$ cat src/rtl/ps2_pkg.sv
// ps2_pkg -- shared definitions for the PS/2 host transmitter and its line
// synchronizers.
//   ps2_state_e : transmitter state machine states
//   DATA_BITS   : data bits per frame
//   STOP_EDGE   : device clock falling edge that carries the stop bit
//   ACK_EDGE    : device clock falling edge on which the device acknowledges
//   odd_parity(): parity bit that makes the count of ones in data+parity odd
package ps2_pkg;

  typedef enum logic [2:0] {
    IDLE,
    INHIBIT,
    REQ,
    SHIFT,
    ACK,
    WAIT_IDLE,
    DONE
  } ps2_state_e;

  localparam int DATA_BITS = 8;
  localparam int STOP_EDGE = 10;
  localparam int ACK_EDGE  = 11;

  function automatic logic odd_parity(input logic [DATA_BITS-1:0] data);
    return ~^data;
  endfunction

endpackage

$ cat src/rtl/ps2_line_sync.sv
// ps2_line_sync -- brings one asynchronous open-drain PS/2 line into the clk
// domain and flags its falling edges.
//   clk     : system clock
//   rst     : synchronous, active-high reset (flops preset to the idle-high level)
//   line_i  : raw sensed line level (asynchronous)
//   level_o : synchronized line level
//   fall_o  : high for one cycle when the synchronized level goes 1 -> 0
// A pin change is registered by the consumer on the third clk edge after it.
module ps2_line_sync (
  input  logic clk,
  input  logic rst,
  input  logic line_i,
  output logic level_o,
  output logic fall_o
);

  logic meta_q;
  logic sync_q;
  logic prev_q;

  // Presetting to 1 matches the released bus, so leaving reset never fakes an edge.
  always_ff @(posedge clk) begin
    if (rst) begin
      meta_q <= 1'b1;
      sync_q <= 1'b1;
      prev_q <= 1'b1;
    end else begin
      meta_q <= line_i;
      sync_q <= meta_q;
      prev_q <= sync_q;
    end
  end

  assign level_o = sync_q;
  assign fall_o  = prev_q & ~sync_q;

endmodule

$ cat src/rtl/ps2_host_tx.sv
// ps2_host_tx -- host-to-device PS/2 transmitter for a single command byte.
// Performs the request-to-send sequence, shifts start/data/parity/stop on the
// device's SCL falling edges and checks the device acknowledge.
//   clk, rst        : system clock, synchronous active-high reset
//   data_in, send   : command byte and start request (taken only when idle)
//   busy            : transaction in progress
//   done, ack_err   : one-cycle completion pulse; ack_err=1 means no ACK or timeout
//   SCL_in, SDA_in  : sensed PS/2 clock/data lines (asynchronous)
//   SCL_oe, SDA_oe  : 1 pulls the corresponding open-drain line low
module ps2_host_tx
  import ps2_pkg::*;
#(
  parameter int INHIBIT_CYCLES = 5000,
  parameter int TIMEOUT_CYCLES = 100000
) (
  input  logic       clk,
  input  logic       rst,
  input  logic [7:0] data_in,
  input  logic       send,
  output logic       busy,
  output logic       done,
  output logic       ack_err,
  input  logic       SCL_in,
  input  logic       SDA_in,
  output logic       SCL_oe,
  output logic       SDA_oe
);

  localparam int INH_W = $clog2(INHIBIT_CYCLES) + 1;
  localparam int TMO_W = $clog2(TIMEOUT_CYCLES) + 1;
  localparam logic [INH_W-1:0] INH_LAST = INH_W'(INHIBIT_CYCLES - 1);
  localparam logic [TMO_W-1:0] TMO_LAST = TMO_W'(TIMEOUT_CYCLES - 1);

  ps2_state_e           state_q;
  logic [DATA_BITS-1:0] data_q;
  logic                 parity_q;
  logic [3:0]           bit_cnt_q;
  logic [INH_W-1:0]     inh_cnt_q;
  logic [TMO_W-1:0]     tmo_cnt_q;
  logic                 scl_oe_q;
  logic                 sda_oe_q;
  logic                 busy_q;
  logic                 done_q;
  logic                 ack_err_q;

  logic                 scl_level;
  logic                 scl_fall;
  logic                 sda_level;
  logic                 sda_fall_unused;  // the transmitter never needs SDA edges
  logic [3:0]           edge_num;         // number of the SCL falling edge being handled

  ps2_line_sync u_scl_sync (
    .clk     (clk),
    .rst     (rst),
    .line_i  (SCL_in),
    .level_o (scl_level),
    .fall_o  (scl_fall)
  );

  ps2_line_sync u_sda_sync (
    .clk     (clk),
    .rst     (rst),
    .line_i  (SDA_in),
    .level_o (sda_level),
    .fall_o  (sda_fall_unused)
  );

  assign edge_num = bit_cnt_q + 4'd1;

  // NOTE: every state register uses <= so all of them update together from
  // the values of the previous cycle, regardless of statement order.
  always_ff @(posedge clk) begin
    if (rst) begin
      // NOTE: the frame data register is cleared too; it is a handful of flops,
      // not a memory, so resetting it is free and keeps the state fully known.
      state_q   <= IDLE;
      data_q    <= '0;
      parity_q  <= 1'b0;
      bit_cnt_q <= '0;
      inh_cnt_q <= '0;
      tmo_cnt_q <= '0;
      scl_oe_q  <= 1'b0;
      sda_oe_q  <= 1'b0;
      busy_q    <= 1'b0;
      done_q    <= 1'b0;
      ack_err_q <= 1'b0;
    end else begin
      done_q <= 1'b0;

      case (state_q)
        IDLE: begin
          if (send) begin
            data_q    <= data_in;
            parity_q  <= odd_parity(data_in);
            busy_q    <= 1'b1;
            ack_err_q <= 1'b0;
            inh_cnt_q <= '0;
            scl_oe_q  <= 1'b1;
            state_q   <= INHIBIT;
          end
        end

        INHIBIT: begin
          // SCL went low on the accepting edge, so it stays low exactly
          // INHIBIT_CYCLES cycles; clock release and start bit change together.
          if (inh_cnt_q == INH_LAST) begin
            scl_oe_q <= 1'b0;
            sda_oe_q <= 1'b1;
            state_q  <= REQ;
          end else begin
            inh_cnt_q <= inh_cnt_q + 1'b1;
          end
        end

        REQ: begin
          bit_cnt_q <= '0;
          tmo_cnt_q <= '0;
          state_q   <= SHIFT;
        end

        SHIFT, ACK, WAIT_IDLE: begin
          if (scl_fall) begin
            tmo_cnt_q <= '0;
          end else begin
            tmo_cnt_q <= tmo_cnt_q + 1'b1;
          end

          if (!scl_fall && tmo_cnt_q == TMO_LAST) begin
            // Device went silent: let go of both lines and report failure.
            scl_oe_q  <= 1'b0;
            sda_oe_q  <= 1'b0;
            ack_err_q <= 1'b1;
            busy_q    <= 1'b0;
            done_q    <= 1'b1;
            state_q   <= DONE;
          end else begin
            case (state_q)
              SHIFT: begin
                if (scl_fall) begin
                  bit_cnt_q <= edge_num;
                  if (edge_num <= 4'(DATA_BITS)) begin
                    sda_oe_q <= ~data_q[bit_cnt_q[2:0]];
                  end else if (edge_num == 4'(DATA_BITS + 1)) begin
                    sda_oe_q <= ~parity_q;
                  end else if (edge_num == 4'(STOP_EDGE)) begin
                    sda_oe_q <= 1'b0;
                    state_q  <= ACK;
                  end
                end
              end

              ACK: begin
                if (scl_fall && edge_num == 4'(ACK_EDGE)) begin
                  bit_cnt_q <= edge_num;
                  ack_err_q <= sda_level;
                  state_q   <= WAIT_IDLE;
                end
              end

              WAIT_IDLE: begin
                if (scl_level && sda_level) begin
                  busy_q  <= 1'b0;
                  done_q  <= 1'b1;
                  state_q <= DONE;
                end
              end

              default: ;
            endcase
          end
        end

        DONE: begin
          // A send seen here is dropped; it is taken next cycle if still high.
          state_q <= IDLE;
        end

        default: state_q <= IDLE;
      endcase
    end
  end

  assign busy    = busy_q;
  assign done    = done_q;
  assign ack_err = ack_err_q;
  assign SCL_oe  = scl_oe_q;
  assign SDA_oe  = sda_oe_q;

endmodule
$ cat config.mk
export PLATFORM = sky130hd
export DESIGN_NAME = ps2_host_tx
export DESIGN_NICKNAME = d
export VERILOG_FILES = /design/src/rtl/ps2_pkg.sv /design/src/rtl/ps2_line_sync.sv /design/src/rtl/ps2_host_tx.sv
export SDC_FILE = /design/constraint.sdc
export NUM_CORES = 1
export LEC_CHECK = 0
export CAP_MARGIN = 20
export CORE_UTILIZATION = 52
export CTS_CLUSTER_SIZE = 8
export DETAILED_ROUTE_END_ITERATION = 8
export PLACE_DENSITY = 0.68
export SLEW_MARGIN = 15
export SYNTH_ARGS = -nofsm -noshare
export SYNTH_HDL_FRONTEND = slang
export SYNTH_SLANG_ARGS = --single-unit
export TNS_END_PERCENT = 100
$ cat constraint.sdc
create_clock -name clk -period 6.3 [get_ports clk]
set_input_delay 0.63 -clock clk [delete_from_list [all_inputs] [get_ports clk]]
set_output_delay 0.63 -clock clk [all_outputs]
set_load 0.05 [all_outputs]
==> results.yml, run 1 <==
sta:
  fin_tns_setup_ns: 0
  slew_headroom_pct: 58.4
  hold_ws_ns: 0.411
  setup_viol: 0
  timing.final.crit_share_pct: 40.5
  maxSlewViolCount: 0
  post-route-min-period_ns: 2.55
  fmax_ghz: 0.392
  worst_slack_ns: 3.75
  max_slew.worst_pin.slew_ns: 0.622
  hold_viol: 0
  rsz0062_at_grt: "no"
  fin_skew_ns: 0.0109
clocking:
  cts_buffer_depth: 2
  cts_buffers: 9
  htree_levels: 3
  clkSlewWorstSetupHoldPaths_ns: 0.06
  cts_tree: "done"
  clkSinkCount: 58
  postCtsSetupBuffers: 0
  ctsHoldBuffers: 0
  cts.root.buffer_cell: "clkbuf_8"
  insertion_delay_ns: 0.33
  cts_resized: 0
layout:
  diodes: 0
  area_delta_synth_final_pct: 11.0
  drive_above_1_share_pct: 8.51
  stdcell_count: 460
  nNetsFinal: 403
die:
  fp.dieArea_um2: 6150
  rows: 27
  io_pins: 18
  initial_core_util_pct: 54.5
  die_h_um: 78.4
  dieWidth_um: 78.4
  core_area_um2: 5570
place:
  hpwl_mm: 4.29
  place_ws_ns: 3.78
  dp_cells: 444
  gp_congestion: 0.805
  io_buffers: 17
global_routing:
  antenna_found_initial: 0
  grt_max_degree: 49
  grt_pass1_vias: 2397
  grt-ovfl-total: 0
  track_usage_pct: 22.7
  grt_pass1_wl_mm: 11.0
critical_path:
  path_depth: 5
  crit_top_cell: "nor2_1"
  cp.arrival_ns: 2.78
  r2r-end: "tmo_cnt_q[17]$_SDFFE_PP0P_"
  cp_max_fo: 11
  r2r_cells: 5
  r2r_slack_ns: 3.75
  critPathBufInv: 0
  cp-end-kind: "flop"
  crit_required_ns: 6.53
  worstSetupStartpointType: "flop"
  cpLargestDelayFamily: "simple AND/OR/NAND/NOR gates"
  path_cells: "nor2b_1 -> nor2_1 -> nor2_1 -> a41oi_1 -> a311oi_1"
  critPathSlowestCell: "nor2b_1"
  timing.setup.critical_path_class: "reg -> reg"
  r2r_start: "state_q[2]$_SDFFE_PP0P_"
  slowest_delay_ns: 0.57
run_status:
  status: "finished clean"
synth:
  ys_warn_count: 0
  synth_edf_count: 0
  ys_ff_latch: 58
  ys_seq_area_share_pct: 38.2
  syn_avg_cell_area_um2: 8.19
  synthArstFlopShare_pct: 0
  synthCells: 371
  yosys.cell_types.count: 53
  syn_nets: 391
  syn-cell-area_um2: 3040
  yosys_most_used_dff: "dfxtp_1"
hold_path:
  whs_endpoint: "u_scl_sync.level_o$_SDFF_PP1_"
  hold_class: "reg -> reg"
  min-delay-start: "u_scl_sync.meta_q$_SDFF_PP1_"
  hold_depth: 1
power:
  vdd_ir_drop_max_uv: 155
  p_total_mw: 0.749
  power_density_nw_per_um2: 222
  leakage_nw: 1.12
drt:
  vias: 2603
  wl_per_cell_um: 13.5
  drt-pass1-iter-count: 4
  drtIter0Drc: 116
  routed_wirelength_mm: 6.21
  vias_per_cell: 5.66
  ant_nets: 0
  drcViolationCount: 0
run:
  max_cap_viol_count: 0
worst max-delay path by stage:
| stage | startpoint | endpoint | slack [ns] |
|---|---|---|---|
| floorplan | inh_cnt_q[0]$_SDFFE_PP0P_ | inh_cnt_q[13]$_SDFFE_PP0P_ | 4.19 |
| global placement | send | inh_cnt_q[9]$_SDFFE_PP0P_ | 3.85 |
| detailed placement | send | inh_cnt_q[9]$_SDFFE_PP0P_ | 3.78 |
| CTS | state_q[2]$_SDFFE_PP0P_ | tmo_cnt_q[17]$_SDFFE_PP0P_ | 3.81 |
| global route | state_q[2]$_SDFFE_PP0P_ | tmo_cnt_q[17]$_SDFFE_PP0P_ | 3.49 |
| finish | state_q[2]$_SDFFE_PP0P_ | tmo_cnt_q[17]$_SDFFE_PP0P_ | 3.75 |
cells in the mapped netlist, drive strengths merged, types with 5 or more instances:
cell | number | area [um2]
nand3 | 13 | 65.1
a21oi | 35 | 175
ha | 7 | 87.6
buf | 6 | 47.5
nor2 | 49 | 184
nor4 | 10 | 68.8
nor2b | 6 | 37.5
nor3b | 7 | 52.6
nor3 | 11 | 66.3
or2 | 5 | 31.3
nand2 | 41 | 154
nand2b | 5 | 31.3
inv | 5 | 18.8
clkbuf | 12 | 65.1
o21ai | 21 | 105
or3 | 6 | 38.8
xnor2 | 19 | 166
dfxtp | 58 | 1160
a22oi | 7 | 52.6
worst reg2reg max path: cells and delay by family (launching register included):
family          cells  cell delay (ns)
simple gates        3             1.43
flops               1             0.52
compound gates      2             0.51
stage by stage:
stage	util [%]	instance area, um2
after global routing	60.5	3370
after detailed placement	57.4	3200
after CTS	60.5	3370
after floorplan	-	3040
after global placement	57.4	3200
final	60.5	3370
per-layer routing:
layer / part of all wire (%) / up-vias / track usage (%)
met1: 51 / 1201 / 30.3
met4: 1.6 / 0 / 8.33
met2: 43 / 48 / 34.7
met3: 3.9 / 13 / 6.51
li1: - / 1341 / -
met5: 0 / - / 0
cells by family (layout without fill, tap and decap cells):
| kind of cell | count (synthesis) | in the layout | synth area share (%) |
|---|---|---|---|
| fa+ha+maj | 7 | 7 | 2.88 |
| xor+xnor | 22 | 22 | 6.34 |
| mux | 4 | 4 | 2.14 |
| buf+inv | 23 | 40 | 4.32 |
| simple gates | 173 | 173 | 29.2 |
| compound gates | 84 | 84 | 16.8 |
| flops | 58 | 58 | 38.2 |
placed cells by master, fill, tap and decap left out, drive strengths merged, types with 2 or more instances in the layout:
cell	instances
o21ai	21
a311oi	3
clkinvlp	2
a21o	2
mux2i	2
xnor2	19
nor2b	6
nor2	49
nor3	11
nor3b	7
o31ai	2
nand2b	5
nand4	4
inv	5
mux4	2
and2	3
nand3	13
and4	2
a211oi	3
clkdlybuf4s50	17
a22oi	7
ha	7
a21oi	35
and3	3
clkbuf	11
nor4	10
a31oi	4
buf	2
or2	5
nand2	41
nor4b	3
dfxtp	58
or3	6
clkinv	3
xor2	3
state kept, by name, indices dropped and copies added (netlist names), 3 cells and up:
| signal | cells |
|---|---|
| bit_cnt_q | 4 |
| data_q | 8 |
| inh_cnt_q | 14 |
| tmo_cnt_q | 18 |
| state_q | 3 |
final cells by class:
| type | count | area (um2) |
|---|---|---|
| Timing Repair Buffer | 19 | 185 |
| Clock buffer | 11 | 141 |
| Tap cell | 72 | 90.1 |
| Sequential cell | 58 | 1160 |
| Inverter | 5 | 18.8 |
| Fill cell | 517 | 2200 |
| Clock inverter | 5 | 30.0 |
| Multi-Input combinational cell | 290 | 1750 |
report_power, final:
part,switching (mW),leakage [nW],internal (mW)
sequential,0.00707,0.471,0.376
clock,0.145,0.0851,0.151
combinational,0.0387,0.562,0.0305
total,0.191,1.12,0.558
(Power assumes the default switching activity.)
==> inputs of run 2 (changes only) <==
==> constraint.sdc (replaced) <==
create_clock -name clk -period 2.4 [get_ports clk]
set_input_delay 0.24 -clock clk [delete_from_list [all_inputs] [get_ports clk]]
set_output_delay 0.24 -clock clk [all_outputs]
set_load 0.05 [all_outputs]
==> run 2 against run 1 <==
Final cell count rose by 1.5%. Die area is the same. Critical path type unchanged. Power grew to 3.3 times the previous value. Combinational power rose to 2.8 times the previous value. Flip-flop and latch count stayed put. Fmax rose by 17%. Final area rose by 4.9%. Worst hold slack lost 0.0026 ns. Via count increased by 1.2%.
==> results.yml, run 2 (same netlist as run 1, synthesis figures left out) <==
run:
  max_cap_viol_count: 0
global_routing:
  grt-ovfl-total: 0
  antenna_found_initial: 0
  track_usage_pct: 24.5
  grt_pass1_wl_mm: 11.6
  grt_max_degree: 28
  grt_pass1_vias: 2525
critical_path:
  crit_required_ns: 2.62
  r2r-end: "inh_cnt_q[9]$_SDFFE_PP0P_"
  slowest_delay_ns: 0.46
  path_depth: 7
  r2r_start: "inh_cnt_q[0]$_SDFFE_PP0P_"
  cpLargestDelayFamily: "simple AND/OR/NAND/NOR gates"
  endpoint: "inh_cnt_q[9]$_SDFFE_PP0P_"
  worstSetupStartpointType: "flop"
  r2r_cells: 7
  timing.setup.critical_path_class: "reg -> reg"
  critPathLaunch: "inh_cnt_q[0]$_SDFFE_PP0P_"
  critPathBufInv: 0
  path_cells: "ha_1 -> nor4bb_1 -> and4_1 -> o41a_4 -> nor4b_1 -> xnor2_1 -> nor2_1"
  cp-end-kind: "flop"
  critPathSlowestCell: "o41a_4"
  cp_max_fo: 14
  cp.arrival_ns: 2.40
  r2r_slack_ns: 0.22
layout:
  largest_reg_flops: 18
  diodes: 0
  nNetsFinal: 410
  stdcell_count: 467
  layout_common_cells: "dfxtp_1, nor2_1, nand2_1"
  drive_above_1_share_pct: 10.4
  area_delta_synth_final_pct: 16.5
  nFillCells: 502
  largestRegisters: "tmo_cnt_q x18, inh_cnt_q x14, data_q x8"
  regMostFlops: "tmo_cnt_q"
  final_common_cell: "dfxtp_1"
run_status:
  status: "finished clean"
drt:
  drt-pass1-iter-count: 4
  drcViolationCount: 0
  routed_wirelength_mm: 6.47
  vias: 2635
  ant_nets: 0
  wl_per_cell_um: 13.9
  drtIter0Drc: 207
  vias_per_cell: 5.64
sta:
  hold_viol: 0
  timing.final.crit_share_pct: 90.6
  fin_tns_setup_ns: 0
  rsz0062_at_grt: "no"
  setup_viol: 0
  slew_headroom_pct: 58.9
  maxSlewViolCount: 0
  fmax_ghz: 0.460
  post-route-min-period_ns: 2.18
  fin_skew_ns: 0.0100
  max_slew.worst_pin.slew_ns: 0.615
power:
  leakage_nw: 1.21
  power_density_nw_per_um2: 701
  vdd_ir_drop_max_uv: 567
clocking:
  cts_buffer_depth: 2
  clkSlewWorstSetupHoldPaths_ns: 0.07
  htree_levels: 3
  clkSinkCount: 58
  postCtsSetupBuffers: 0
  insertion_delay_ns: 0.35
  cts_tree: "done"
  cts_resized: 0
  cts.root.buffer_cell: "clkbuf_8"
  cts_buffers: 9
  ctsHoldBuffers: 0
die:
  initial_core_util_pct: 54.5
  io_pins: 18
  dieWidth_um: 78.4
  rows: 27
  core_area_um2: 5570
  fp.dieArea_um2: 6150
  die_h_um: 78.4
hold_path:
  hold_class: "reg -> reg"
  hold_depth: 1
place:
  dp_cells: 451
  io_buffers: 17
  hpwl_mm: 4.29
  gp_congestion: 0.874
## run 2: changes by cell type in the layout (fill, tap and decap cells not counted), sizes merged
cell,before,now
clkinvlp,2,0
bufinv,0,4
clkbuf,11,12
clkinv,3,0
buf,2,9
## run 2: cell type report
class / count / area (um2) / share of cell area (%)
Sequential cell: 58 / 1160 / 32.8
Tap cell: 72 / 90.1 / 2.55
Multi-Input combinational cell: 290 / 1750 / 49.3
Timing Repair Buffer: 26 / 238 / 6.72
Clock inverter: 4 / 120 / 3.39
Clock buffer: 12 / 165 / 4.67
Inverter: 5 / 18.8 / 0.530
## run 2: worst register-to-register path, cell delays in order, from the launching register on
cell and delay [ns]:
dfxtp_1 0.34, ha_1 0.22, nor4bb_1 0.14, and4_1 0.27, o41a_4 0.46, nor4b_1 0.40
xnor2_1 0.16, nor2_1 0.05
## run 2: how the worst min path moves through the flow
| stage | to | slack (ns) | startpoint |
|---|---|---|---|
| floorplan | u_scl_sync.meta_q$_SDFF_PP1_ | 0.34 | SCL_in |
| global placement | u_scl_sync.level_o$_SDFF_PP1_ | 0.39 | u_scl_sync.meta_q$_SDFF_PP1_ |
| detailed placement | u_scl_sync.level_o$_SDFF_PP1_ | 0.39 | u_scl_sync.meta_q$_SDFF_PP1_ |
| CTS | u_scl_sync.level_o$_SDFF_PP1_ | 0.41 | u_scl_sync.meta_q$_SDFF_PP1_ |
| global route | u_scl_sync.level_o$_SDFF_PP1_ | 0.44 | u_scl_sync.meta_q$_SDFF_PP1_ |
| finish | u_scl_sync.level_o$_SDFF_PP1_ | 0.41 | u_scl_sync.meta_q$_SDFF_PP1_ |
## run 2: layer usage
layer,GRT usage [%],vias up,share of wire [%]
met2,35.8,41,44
li1,-,1356,-
met4,13.5,0,1.5
met3,5.00,9,3.8
met5,0,-,0
met1,33.6,1229,51
## run 2: report_power, final
group	switching, mW	internal (mW)
Sequential	0.0160	0.988
Combinational	0.107	0.0864
Clock	0.401	0.880
## run 2: per-stage QoR
step / hold slack (ns) / total power, mW / setup WS (ns) / util [%] / area, um2
final: 0.408 / 2.48 / 0.225 / 63.5 / 3540
after CTS: 0.410 / 2.50 / 0.242 / 63.5 / 3540
after detailed placement: 0.394 / 1.22 / 0.262 / 58.4 / 3250
after global placement: 0.393 / 1.21 / 0.313 / 58.4 / 3250
after floorplan: 0.344 / 1.16 / 0.287 / - / 3040
after global routing: 0.437 / 2.57 / 0.0412 / 63.5 / 3540
